**config.mk**
```make
export PLATFORM = sky130hd
export DESIGN_NAME = npu_csr_regs_flat
export DESIGN_NICKNAME = d
export VERILOG_FILES = /design/src/rtl/npu_csr_regs_if.sv /design/src/rtl/npu_csr_regs.sv /design/src/flat_wrapper.sv
export SDC_FILE = /design/constraint.sdc
export NUM_CORES = 1
export LEC_CHECK = 0
export CORE_MARGIN = 5
export CORE_UTILIZATION = 47
export DETAILED_ROUTE_END_ITERATION = 16
export PLACE_DENSITY_LB_ADDON = 0.15
export SLEW_MARGIN = 20
export SYNTH_ARGS = -nofsm -noshare
export SYNTH_HDL_FRONTEND = slang
export SYNTH_SLANG_ARGS = --single-unit
```
**constraint.sdc**
```tcl
create_clock -name clk -period 3.2 [get_ports clk]
set_input_delay 0.48 -clock clk [delete_from_list [all_inputs] [get_ports clk]]
set_output_delay 0.48 -clock clk [all_outputs]
set_load 0.02 [all_outputs]
```
**src/rtl/npu_csr_regs_if.sv**
```systemverilog
`default_nettype none
// +------------------------------------------------------------------------+
// | Module : CSR_BUS_SV (interface)                                        |
// | Brief  : Configuration bus between npu_csr_regs and the NPU datapath.  |
// |          The register block drives every configuration field and the  |
// |          one-cycle csr_control start pulse. The datapath drives        |
// |          csr_status (busy).                                            |
// | Ports  : Slave  modport - register block side (drives config).         |
// |          Master modport - datapath side (drives csr_status).           |
// | Rev    : 1.0 - initial release                                         |
// +------------------------------------------------------------------------+
interface CSR_BUS_SV;
  logic                csr_control;
  logic                csr_status;
  logic        [31:0]  csr_addr_t0;
  logic        [31:0]  csr_addr_t1;
  logic        [31:0]  csr_addr_t2;
  // Tensor shape fields: _0 = row, _1 = col, _2 = depth
  logic        [9:0]   csr_addr_t0_0;
  logic        [9:0]   csr_addr_t0_1;
  logic        [5:0]   csr_addr_t0_2;
  logic        [4:0]   csr_addr_t1_0;
  logic        [4:0]   csr_addr_t1_1;
  logic        [5:0]   csr_addr_t1_2;
  logic        [9:0]   csr_addr_t2_0;
  logic        [9:0]   csr_addr_t2_1;
  logic        [10:0]  csr_addr_t2_2;
  logic signed [7:0]   csr_zp_t0;
  logic signed [7:0]   csr_zp_t1;
  logic signed [7:0]   csr_zp_t2;
  logic signed [31:0]  csr_bias_t2;
  logic signed [31:0]  csr_scale_t2;
  logic        [4:0]   csr_shift_t2;

  modport Slave (
    output csr_control, csr_addr_t0, csr_addr_t1, csr_addr_t2,
           csr_addr_t0_0, csr_addr_t0_1, csr_addr_t0_2,
           csr_addr_t1_0, csr_addr_t1_1, csr_addr_t1_2,
           csr_addr_t2_0, csr_addr_t2_1, csr_addr_t2_2,
           csr_zp_t0, csr_zp_t1, csr_zp_t2,
           csr_bias_t2, csr_scale_t2, csr_shift_t2,
    input  csr_status
  );

  modport Master (
    input  csr_control, csr_addr_t0, csr_addr_t1, csr_addr_t2,
           csr_addr_t0_0, csr_addr_t0_1, csr_addr_t0_2,
           csr_addr_t1_0, csr_addr_t1_1, csr_addr_t1_2,
           csr_addr_t2_0, csr_addr_t2_1, csr_addr_t2_2,
           csr_zp_t0, csr_zp_t1, csr_zp_t2,
           csr_bias_t2, csr_scale_t2, csr_shift_t2,
    output csr_status
  );
endinterface
`default_nettype wire

```
**src/rtl/npu_csr_regs.sv**
```systemverilog
`default_nettype none
// +------------------------------------------------------------------------+
// | Module : npu_csr_regs                                                  |
// | Brief  : APB3 slave holding the NPU configuration registers. Every     |
// |          transfer takes one wait state; the write commits on the       |
// |          ACCESS->RESP edge and pready is high for exactly one cycle.   |
// | Ports  : clk, rst            - clock, synchronous active-high reset    |
// |          psel/penable/pwrite - APB3 control                            |
// |          paddr/pwdata        - APB3 address / write data               |
// |          prdata/pready/pslverr - APB3 response (registered)            |
// |          csr                 - configuration bus (Slave side)          |
// | Rev    : 1.0 - initial release                                         |
// +------------------------------------------------------------------------+
module npu_csr_regs #(
  parameter int unsigned        APB_A_W   = 32,
  parameter logic [APB_A_W-1:0] BASE_ADDR = '0
) (
  input  logic               clk,
  input  logic               rst,
  input  logic               psel,
  input  logic               penable,
  input  logic               pwrite,
  input  logic [APB_A_W-1:0] paddr,
  input  logic [APB_A_W-1:0] pwdata,
  output logic [APB_A_W-1:0] prdata,
  output logic               pready,
  output logic               pslverr,
  CSR_BUS_SV.Slave           csr
);

  typedef enum logic [1:0] {
    ST_IDLE   = 2'd0,
    ST_ACCESS = 2'd1,
    ST_RESP   = 2'd2
  } apb_state_e;

  localparam logic [7:0] c_off_control  = 8'h00;
  localparam logic [7:0] c_off_status   = 8'h04;
  localparam logic [7:0] c_off_addr_t0  = 8'h08;
  localparam logic [7:0] c_off_addr_t1  = 8'h0C;
  localparam logic [7:0] c_off_addr_t2  = 8'h10;
  localparam logic [7:0] c_off_size_t0  = 8'h14;
  localparam logic [7:0] c_off_size_t1  = 8'h18;
  localparam logic [7:0] c_off_size_t2  = 8'h1C;
  localparam logic [7:0] c_off_zp       = 8'h20;
  localparam logic [7:0] c_off_bias_t2  = 8'h24;
  localparam logic [7:0] c_off_scale_t2 = 8'h28;
  localparam logic [7:0] c_off_shift_t2 = 8'h2C;

  // Flops
  apb_state_e         state_q,       state_d;
  logic               pready_q,      pready_d;
  logic               pslverr_q,     pslverr_d;
  logic [APB_A_W-1:0] prdata_q,      prdata_d;
  logic               control_q,     control_d;
  logic               done_q,        done_d;
  logic               status_prev_q, status_prev_d;
  logic [31:0]        addr_t0_q,     addr_t0_d;
  logic [31:0]        addr_t1_q,     addr_t1_d;
  logic [31:0]        addr_t2_q,     addr_t2_d;
  logic [25:0]        size_t0_q,     size_t0_d;
  logic [15:0]        size_t1_q,     size_t1_d;
  logic [30:0]        size_t2_q,     size_t2_d;
  logic [23:0]        zp_q,          zp_d;
  logic [31:0]        bias_t2_q,     bias_t2_d;
  logic [31:0]        scale_t2_q,    scale_t2_d;
  logic [4:0]         shift_t2_q,    shift_t2_d;

  // Decode
  logic [7:0]  w_off;
  logic [31:0] w_wdata;
  logic [31:0] w_rdata;
  logic        w_busy;
  logic        w_mapped;
  logic        w_is_ctrl;
  logic        w_is_status;
  logic        w_is_cfg;
  logic        w_err;
  logic        w_commit;
  logic        w_wr_ok;
  logic        w_start;
  logic        w_done_set;
  logic        w_done_clr;
  logic        unused_ok;

  // Only the low byte of the address selects a register; the block is
  // assumed to be placed by the interconnect, so BASE_ADDR is informational.
  assign w_off       = paddr[7:0];
  assign w_wdata     = pwdata[31:0];
  assign w_busy      = csr.csr_status;
  assign w_mapped    = (w_off[1:0] == 2'b00) && (w_off <= c_off_shift_t2);
  assign w_is_ctrl   = (w_off == c_off_control);
  assign w_is_status = (w_off == c_off_status);
  assign w_is_cfg    = (w_off >= c_off_addr_t0);
  assign unused_ok   = ^{paddr[APB_A_W-1:8], BASE_ADDR};

  // Writes may only touch STATUS bit1; configuration is frozen while the
  // engine is busy; a START request while busy is refused.
  assign w_err = !w_mapped ||
                 (pwrite && ((w_is_status && ((w_wdata & ~32'h2) != 32'h0)) ||
                             (w_is_cfg && w_busy) ||
                             (w_is_ctrl && w_wdata[0] && w_busy)));

  assign w_commit   = (state_q == ST_ACCESS) && psel && penable;
  assign w_wr_ok    = w_commit && pwrite && !w_err;
  assign w_start    = w_wr_ok && w_is_ctrl && w_wdata[0];
  assign w_done_set = status_prev_q && !w_busy;
  assign w_done_clr = w_start || (w_wr_ok && w_is_status && w_wdata[1]);

  // Read mux
  always_comb begin
    w_rdata = 32'h0;
    case (w_off)
      c_off_status:   w_rdata = {30'd0, done_q, w_busy};
      c_off_addr_t0:  w_rdata = addr_t0_q;
      c_off_addr_t1:  w_rdata = addr_t1_q;
      c_off_addr_t2:  w_rdata = addr_t2_q;
      c_off_size_t0:  w_rdata = {6'd0, size_t0_q};
      c_off_size_t1:  w_rdata = {16'd0, size_t1_q};
      c_off_size_t2:  w_rdata = {1'b0, size_t2_q};
      c_off_zp:       w_rdata = {8'd0, zp_q};
      c_off_bias_t2:  w_rdata = bias_t2_q;
      c_off_scale_t2: w_rdata = scale_t2_q;
      c_off_shift_t2: w_rdata = {27'd0, shift_t2_q};
      default:        w_rdata = 32'h0;
    endcase
  end

  // APB state machine and registered response
  always_comb begin
    state_d = state_q;
    case (state_q)
      ST_IDLE:   if (psel && !penable) state_d = ST_ACCESS;
      ST_ACCESS: begin
        if (!psel)        state_d = ST_IDLE;
        else if (penable) state_d = ST_RESP;
      end
      ST_RESP:   state_d = ST_IDLE;
      default:   state_d = ST_IDLE;
    endcase
    pready_d  = w_commit;
    pslverr_d = w_commit && w_err;
    prdata_d  = (w_commit && !pwrite && !w_err) ? APB_A_W'(w_rdata) : '0;
  end

  // Register file, start pulse and sticky DONE
  always_comb begin
    addr_t0_d     = addr_t0_q;
    addr_t1_d     = addr_t1_q;
    addr_t2_d     = addr_t2_q;
    size_t0_d     = size_t0_q;
    size_t1_d     = size_t1_q;
    size_t2_d     = size_t2_q;
    zp_d          = zp_q;
    bias_t2_d     = bias_t2_q;
    scale_t2_d    = scale_t2_q;
    shift_t2_d    = shift_t2_q;
    control_d     = w_start;
    status_prev_d = w_busy;
    // A set in the same cycle as a clear wins, so a completion is never lost
    done_d        = w_done_set || (done_q && !w_done_clr);
    if (w_wr_ok) begin
      case (w_off)
        c_off_addr_t0:  addr_t0_d  = w_wdata;
        c_off_addr_t1:  addr_t1_d  = w_wdata;
        c_off_addr_t2:  addr_t2_d  = w_wdata;
        c_off_size_t0:  size_t0_d  = w_wdata[25:0];
        c_off_size_t1:  size_t1_d  = w_wdata[15:0];
        c_off_size_t2:  size_t2_d  = w_wdata[30:0];
        c_off_zp:       zp_d       = w_wdata[23:0];
        c_off_bias_t2:  bias_t2_d  = w_wdata;
        c_off_scale_t2: scale_t2_d = w_wdata;
        c_off_shift_t2: shift_t2_d = w_wdata[4:0];
        default: ;
      endcase
    end
  end

  always_ff @(posedge clk) begin
    if (rst) begin
      state_q       <= ST_IDLE;
      pready_q      <= 1'b0;
      pslverr_q     <= 1'b0;
      prdata_q      <= '0;
      control_q     <= 1'b0;
      done_q        <= 1'b0;
      status_prev_q <= 1'b0;
      addr_t0_q     <= '0;
      addr_t1_q     <= '0;
      addr_t2_q     <= '0;
      size_t0_q     <= '0;
      size_t1_q     <= '0;
      size_t2_q     <= '0;
      zp_q          <= '0;
      bias_t2_q     <= '0;
      scale_t2_q    <= '0;
      shift_t2_q    <= '0;
    end else begin
      state_q       <= state_d;
      pready_q      <= pready_d;
      pslverr_q     <= pslverr_d;
      prdata_q      <= prdata_d;
      control_q     <= control_d;
      done_q        <= done_d;
      status_prev_q <= status_prev_d;
      addr_t0_q     <= addr_t0_d;
      addr_t1_q     <= addr_t1_d;
      addr_t2_q     <= addr_t2_d;
      size_t0_q     <= size_t0_d;
      size_t1_q     <= size_t1_d;
      size_t2_q     <= size_t2_d;
      zp_q          <= zp_d;
      bias_t2_q     <= bias_t2_d;
      scale_t2_q    <= scale_t2_d;
      shift_t2_q    <= shift_t2_d;
    end
  end

  assign prdata  = prdata_q;
  assign pready  = pready_q;
  assign pslverr = pslverr_q;

  assign csr.csr_control   = control_q;
  assign csr.csr_addr_t0   = addr_t0_q;
  assign csr.csr_addr_t1   = addr_t1_q;
  assign csr.csr_addr_t2   = addr_t2_q;
  assign csr.csr_addr_t0_0 = size_t0_q[9:0];
  assign csr.csr_addr_t0_1 = size_t0_q[19:10];
  assign csr.csr_addr_t0_2 = size_t0_q[25:20];
  assign csr.csr_addr_t1_0 = size_t1_q[4:0];
  assign csr.csr_addr_t1_1 = size_t1_q[9:5];
  assign csr.csr_addr_t1_2 = size_t1_q[15:10];
  assign csr.csr_addr_t2_0 = size_t2_q[9:0];
  assign csr.csr_addr_t2_1 = size_t2_q[19:10];
  assign csr.csr_addr_t2_2 = size_t2_q[30:20];
  assign csr.csr_zp_t0     = zp_q[7:0];
  assign csr.csr_zp_t1     = zp_q[15:8];
  assign csr.csr_zp_t2     = zp_q[23:16];
  assign csr.csr_bias_t2   = bias_t2_q;
  assign csr.csr_scale_t2  = scale_t2_q;
  assign csr.csr_shift_t2  = shift_t2_q;

endmodule
`default_nettype wire

```
**src/flat_wrapper.sv**
```systemverilog
// flat-port wrapper written by rule: the top's interface ports become plain ports
module npu_csr_regs_flat 
#(
  parameter int unsigned        APB_A_W   = 32,
  parameter logic [APB_A_W-1:0] BASE_ADDR = '0
)
  (clk, rst, psel, penable, pwrite, paddr, pwdata, prdata, pready, pslverr, csr_csr_control, csr_csr_addr_t0, csr_csr_addr_t1, csr_csr_addr_t2, csr_csr_addr_t0_0, csr_csr_addr_t0_1, csr_csr_addr_t0_2, csr_csr_addr_t1_0, csr_csr_addr_t1_1, csr_csr_addr_t1_2, csr_csr_addr_t2_0, csr_csr_addr_t2_1, csr_csr_addr_t2_2, csr_csr_zp_t0, csr_csr_zp_t1, csr_csr_zp_t2, csr_csr_bias_t2, csr_csr_scale_t2, csr_csr_shift_t2, csr_csr_status);
  CSR_BUS_SV csr_i ();
  input  logic clk;
  input  logic rst;
  input  logic psel;
  input  logic penable;
  input  logic pwrite;
  input  logic [APB_A_W-1:0] paddr;
  input  logic [APB_A_W-1:0] pwdata;
  output logic [APB_A_W-1:0] prdata;
  output logic pready;
  output logic pslverr;
  output wire logic [$bits(csr_i.csr_control)-1:0] csr_csr_control;
  output wire logic [$bits(csr_i.csr_addr_t0)-1:0] csr_csr_addr_t0;
  output wire logic [$bits(csr_i.csr_addr_t1)-1:0] csr_csr_addr_t1;
  output wire logic [$bits(csr_i.csr_addr_t2)-1:0] csr_csr_addr_t2;
  output wire logic [$bits(csr_i.csr_addr_t0_0)-1:0] csr_csr_addr_t0_0;
  output wire logic [$bits(csr_i.csr_addr_t0_1)-1:0] csr_csr_addr_t0_1;
  output wire logic [$bits(csr_i.csr_addr_t0_2)-1:0] csr_csr_addr_t0_2;
  output wire logic [$bits(csr_i.csr_addr_t1_0)-1:0] csr_csr_addr_t1_0;
  output wire logic [$bits(csr_i.csr_addr_t1_1)-1:0] csr_csr_addr_t1_1;
  output wire logic [$bits(csr_i.csr_addr_t1_2)-1:0] csr_csr_addr_t1_2;
  output wire logic [$bits(csr_i.csr_addr_t2_0)-1:0] csr_csr_addr_t2_0;
  output wire logic [$bits(csr_i.csr_addr_t2_1)-1:0] csr_csr_addr_t2_1;
  output wire logic [$bits(csr_i.csr_addr_t2_2)-1:0] csr_csr_addr_t2_2;
  output wire logic [$bits(csr_i.csr_zp_t0)-1:0] csr_csr_zp_t0;
  output wire logic [$bits(csr_i.csr_zp_t1)-1:0] csr_csr_zp_t1;
  output wire logic [$bits(csr_i.csr_zp_t2)-1:0] csr_csr_zp_t2;
  output wire logic [$bits(csr_i.csr_bias_t2)-1:0] csr_csr_bias_t2;
  output wire logic [$bits(csr_i.csr_scale_t2)-1:0] csr_csr_scale_t2;
  output wire logic [$bits(csr_i.csr_shift_t2)-1:0] csr_csr_shift_t2;
  input wire logic [$bits(csr_i.csr_status)-1:0] csr_csr_status;
  assign csr_csr_control = csr_i.csr_control;
  assign csr_csr_addr_t0 = csr_i.csr_addr_t0;
  assign csr_csr_addr_t1 = csr_i.csr_addr_t1;
  assign csr_csr_addr_t2 = csr_i.csr_addr_t2;
  assign csr_csr_addr_t0_0 = csr_i.csr_addr_t0_0;
  assign csr_csr_addr_t0_1 = csr_i.csr_addr_t0_1;
  assign csr_csr_addr_t0_2 = csr_i.csr_addr_t0_2;
  assign csr_csr_addr_t1_0 = csr_i.csr_addr_t1_0;
  assign csr_csr_addr_t1_1 = csr_i.csr_addr_t1_1;
  assign csr_csr_addr_t1_2 = csr_i.csr_addr_t1_2;
  assign csr_csr_addr_t2_0 = csr_i.csr_addr_t2_0;
  assign csr_csr_addr_t2_1 = csr_i.csr_addr_t2_1;
  assign csr_csr_addr_t2_2 = csr_i.csr_addr_t2_2;
  assign csr_csr_zp_t0 = csr_i.csr_zp_t0;
  assign csr_csr_zp_t1 = csr_i.csr_zp_t1;
  assign csr_csr_zp_t2 = csr_i.csr_zp_t2;
  assign csr_csr_bias_t2 = csr_i.csr_bias_t2;
  assign csr_csr_scale_t2 = csr_i.csr_scale_t2;
  assign csr_csr_shift_t2 = csr_i.csr_shift_t2;
  assign csr_i.csr_status = csr_csr_status;
  npu_csr_regs #(.APB_A_W(APB_A_W), .BASE_ADDR(BASE_ADDR)) u_core (.clk(clk), .rst(rst), .psel(psel), .penable(penable), .pwrite(pwrite), .paddr(paddr), .pwdata(pwdata), .prdata(prdata), .pready(pready), .pslverr(pslverr), .csr(csr_i));
endmodule
```
==> summary.txt <==
Outcome
  • Outcome: complete, no violations

Global route
  • Initial antenna violation count: 2
  • Global route total overflow: 0
  • Largest net degree at the start of global routing: 100
  • First-pass GRT wire length: approximately 68000 µm
  • Vias in the first global route: about 11000
  • Total GRT Usage: 0.298

Synthesis
  • Count of cell types in the netlist: 52
  • Ys flop type: dfxtp_1
  • Mapped Area: between 0.01 and 0.015 mm²
  • Synth Area per Inst: between 9 and 10 µm²
  • Seq/Total Area, Yosys: 0.492
  • Syn Nets: about 1300
  • Async set-or-reset flop fraction in the synthesized netlist: 0
  • Synth Instances: roughly 1300
  • Synth warn: 0
  • Register bit total from synthesis: 301
  • Number of synthesized flops with an enable pin: 0

Critical path
  • Launch point of the worst reg-to-reg path: u_core.state_q[1]$_SDFFE_PP0P_
  • Worst Setup SP: paddr[5]
  • Worst path depth: 8
  • Bufs and invs on worst path: 3
  • CP Capture Type: register
  • CP required: 3.60 ns
  • Crit path max fanout: 22
  • Worst Setup EP: u_core.size_t2_q[6]$_SDFFE_PP0P_
  • Critical path class: input pin to register
  • Critical Path Start Type: input pin
  • Family with the most delay on the worst path: simple AND/OR/NAND/NOR gates
  • Critical Path, Cell by Cell: clkdlybuf4s50_1, buf_4, or4b_1, nor2_2, nand4_4, buf_4, mux2i_1, nor2_1
  • WP data arrival: approximately 2.9 ns
  • Worst path max stage delay: about 0.7 ns
  • R2R Setup Slk: ~1.3 ns
  • Crit path top cell by count: buf_4
  • Worst R2R Path Depth: 5
  • Slowest library cell on the worst path: or4b_1
  • Worst R2R End: u_core.prdata[15]$_SDFF_PP0_

STA
  • Fin crit period: between 2 and 2.5 ns
  • RSZ-0062 raised after global routing: no
  • Final hold vios: 0
  • Final WS setup: roughly 0.75 ns
  • Period utilization: 0.764
  • Fmax: 0.409 GHz
  • Setup TNS: 0 ns
  • Worst slew pin tran: between 1 and 1.5 ns
  • Final Skew: 0.00479 ns
  • Fin. max-slew vios: 0
  • Setup-failing EPs final: 0
  • Max transition margin: 0.304
  • Hold WS: between 0.3 and 0.4 ns

CTS
  • H-tree depth: 1
  • CTS tree: built
  • Post-CTS resize count: 0
  • Setup repair bufs after CTS: 0
  • CTS Buf Count: 31
  • Insertion delay to the later sink of the worst-skew pair: approximately 0.55 ns
  • Clock Path Buffers: 3
  • TritonCTS sink count: approximately 300
  • Hold-fix buffers at CTS: 0
  • Clock root cell: clkbuf_16
  • CTS clk-pin slew, worst paths: 0.06 ns

Floorplan
  • Die span in x: roughly 170 µm
  • IO Count: 367
  • Std-Cell Rows: between 50 and 60
  • Die area: slightly below 0.03 mm²
  • Core ar.: 0.0258 mm²
  • Starting Density: 0.474
  • Die extent in y: 171 µm

Placed design
  • Buffers on Ports: 342
  • HPWL after DPL: a little over 30000 µm
  • DP Worst Slack: ~0.22 ns
  • Gpl congestion: a little under 0.9

Layout
  • Layout cell share with drive strength beyond 1: 0.0958
  • Layout Nets: ~1700
  • Final core occ: 0.666
  • Layout area overhead: 40.5%
  • Fillcell total: 2134
  • Sequential cell area: between 0.006 and 0.007 mm²
  • Footprint of the multi-input gates: ~0.0058 mm²

Hold path
  • Hold Path Class: input pin to register

Flow run
  • Max-Cap Viols: 0

Detailed routing
  • Routed via count: 11278
  • Drt wl/cell: around 24 µm
  • Initial drt markers: 1248
  • Final WL: about 46000 µm
  • # DRC: 0
  • Pre-antenna DRT Iters: 8
  • Vias per cell: approximately 5.8
  • DRT antenna net count: 0

Power
  • Power Density: ~440 mW/mm²
  • Total chip power: roughly 7.5 mW
  • Lkg Pwr: roughly 7.7 nW
  • Maximum vdd drop: between 300 and 400 µV
power breakdown:
| part | internal, mW | total (mW) | switching, mW |
|---|---|---|---|
| Sequential | 3.75 | 3.75 | 0.00101 |
| Clock | 1.99 | 3.46 | 1.47 |
| Combinational | 0.104 | 0.310 | 0.206 |
state kept, by name, summed over array words and instances (netlist names), 16 cells and up:
name / cells
u_core.csr.csr_addr_t0: 32
u_core.csr.csr_addr_t1: 32
u_core.csr.csr_addr_t2: 32
u_core.csr.csr_bias_t2: 32
u_core.csr.csr_scale_t2: 32
u_core.prdata: 32
u_core.size_t2_q: 31
u_core.size_t0_q: 26
u_core.zp_q: 24
u_core.size_t1_q: 16
through the flow:
stage	std cells	cell area, µm²
finish	1945	17200
global route	1945	17200
CTS	1943	17200
detailed placement	1886	16200
global placement	1886	16200
floorplan	1260	12200
placed cells by master (no fill, tap or decap), drive strengths merged, types with 5 or more instances in the layout:
| cell type | netlist | routed |
|---|---|---|
| a221oi | 13 | 13 |
| nor4 | 9 | 9 |
| a41oi | 5 | 5 |
| nor2 | 267 | 267 |
| nand2 | 70 | 70 |
| o21ai | 10 | 10 |
| clkbuf | 86 | 50 |
| a21oi | 37 | 37 |
| a22o | 14 | 14 |
| a222oi | 23 | 23 |
| dfxtp | 301 | 301 |
| mux2i | 253 | 253 |
| a31oi | 19 | 19 |
| clkinv | 0 | 7 |
| clkdlybuf4s50 | 0 | 340 |
| a22oi | 46 | 46 |
| nand3 | 19 | 19 |
| and2 | 5 | 5 |
| buf | 37 | 73 |
| nor4b | 5 | 5 |
| nand4 | 6 | 6 |
worst min-delay path by stage:
stage | start | end | slack, ns | depth (start not counted)
CTS | rst | u_core.csr.csr_scale_t2[15]$_SDFFE_PP0P_ | 0.32 | 2
floorplan | u_core.state_q[1]$_SDFFE_PP0P_ | u_core.state_q[0]$_SDFFE_PP0P_ | 0.39 | 1
detailed placement | u_core.state_q[1]$_SDFFE_PP0P_ | u_core.state_q[0]$_SDFFE_PP0P_ | 0.41 | 1
global route | rst | u_core.csr.csr_addr_t1[11]$_SDFFE_PP0P_ | 0.35 | 2
global placement | u_core.state_q[1]$_SDFFE_PP0P_ | u_core.state_q[0]$_SDFFE_PP0P_ | 0.39 | 1
finish | rst | u_core.csr.csr_addr_t0[12]$_SDFFE_PP0P_ | 0.35 | 2
routing by layer:
metal,vias up,track usage,wire length [µm]
met1,5472,0.397,18600
met5,-,0,0
met2,596,0.485,21300
met3,104,0.0588,4310
li1,5106,-,-
met4,0,0.105,1610
layout make-up:
type,instances,share of cell area
Multi-Input combinational cell,834,0.335
Tap cell,335,0.0244
Clock inverter,8,0.00255
Sequential cell,301,0.350
Antenna cell,2,0.000291
Timing Repair Buffer,414,0.233
Inverter,2,0.000436
Clock buffer,49,0.0542
Yosys cell counts (all sizes together), types with 13 or more instances:
| cell type | instances | share of area |
|---|---|---|
| a222oi | 23 | 0.019 |
| nor2 | 267 | 0.083 |
| a22o | 14 | 0.010 |
| a31oi | 19 | 0.0097 |
| nand2 | 70 | 0.021 |
| buf | 37 | 0.016 |
| a22oi | 46 | 0.028 |
| nand3 | 19 | 0.013 |
| mux2i | 253 | 0.21 |
| a221oi | 13 | 0.0093 |
| a21oi | 37 | 0.015 |
| clkbuf | 86 | 0.026 |
| dfxtp | 301 | 0.49 |
cell families after synthesis:
kind of cell / synth area share
compound gates: 0.107
buf+inv: 0.0430
flops: 0.492
mux: 0.211
simple gates: 0.146
(Power assumes the default switching activity.)
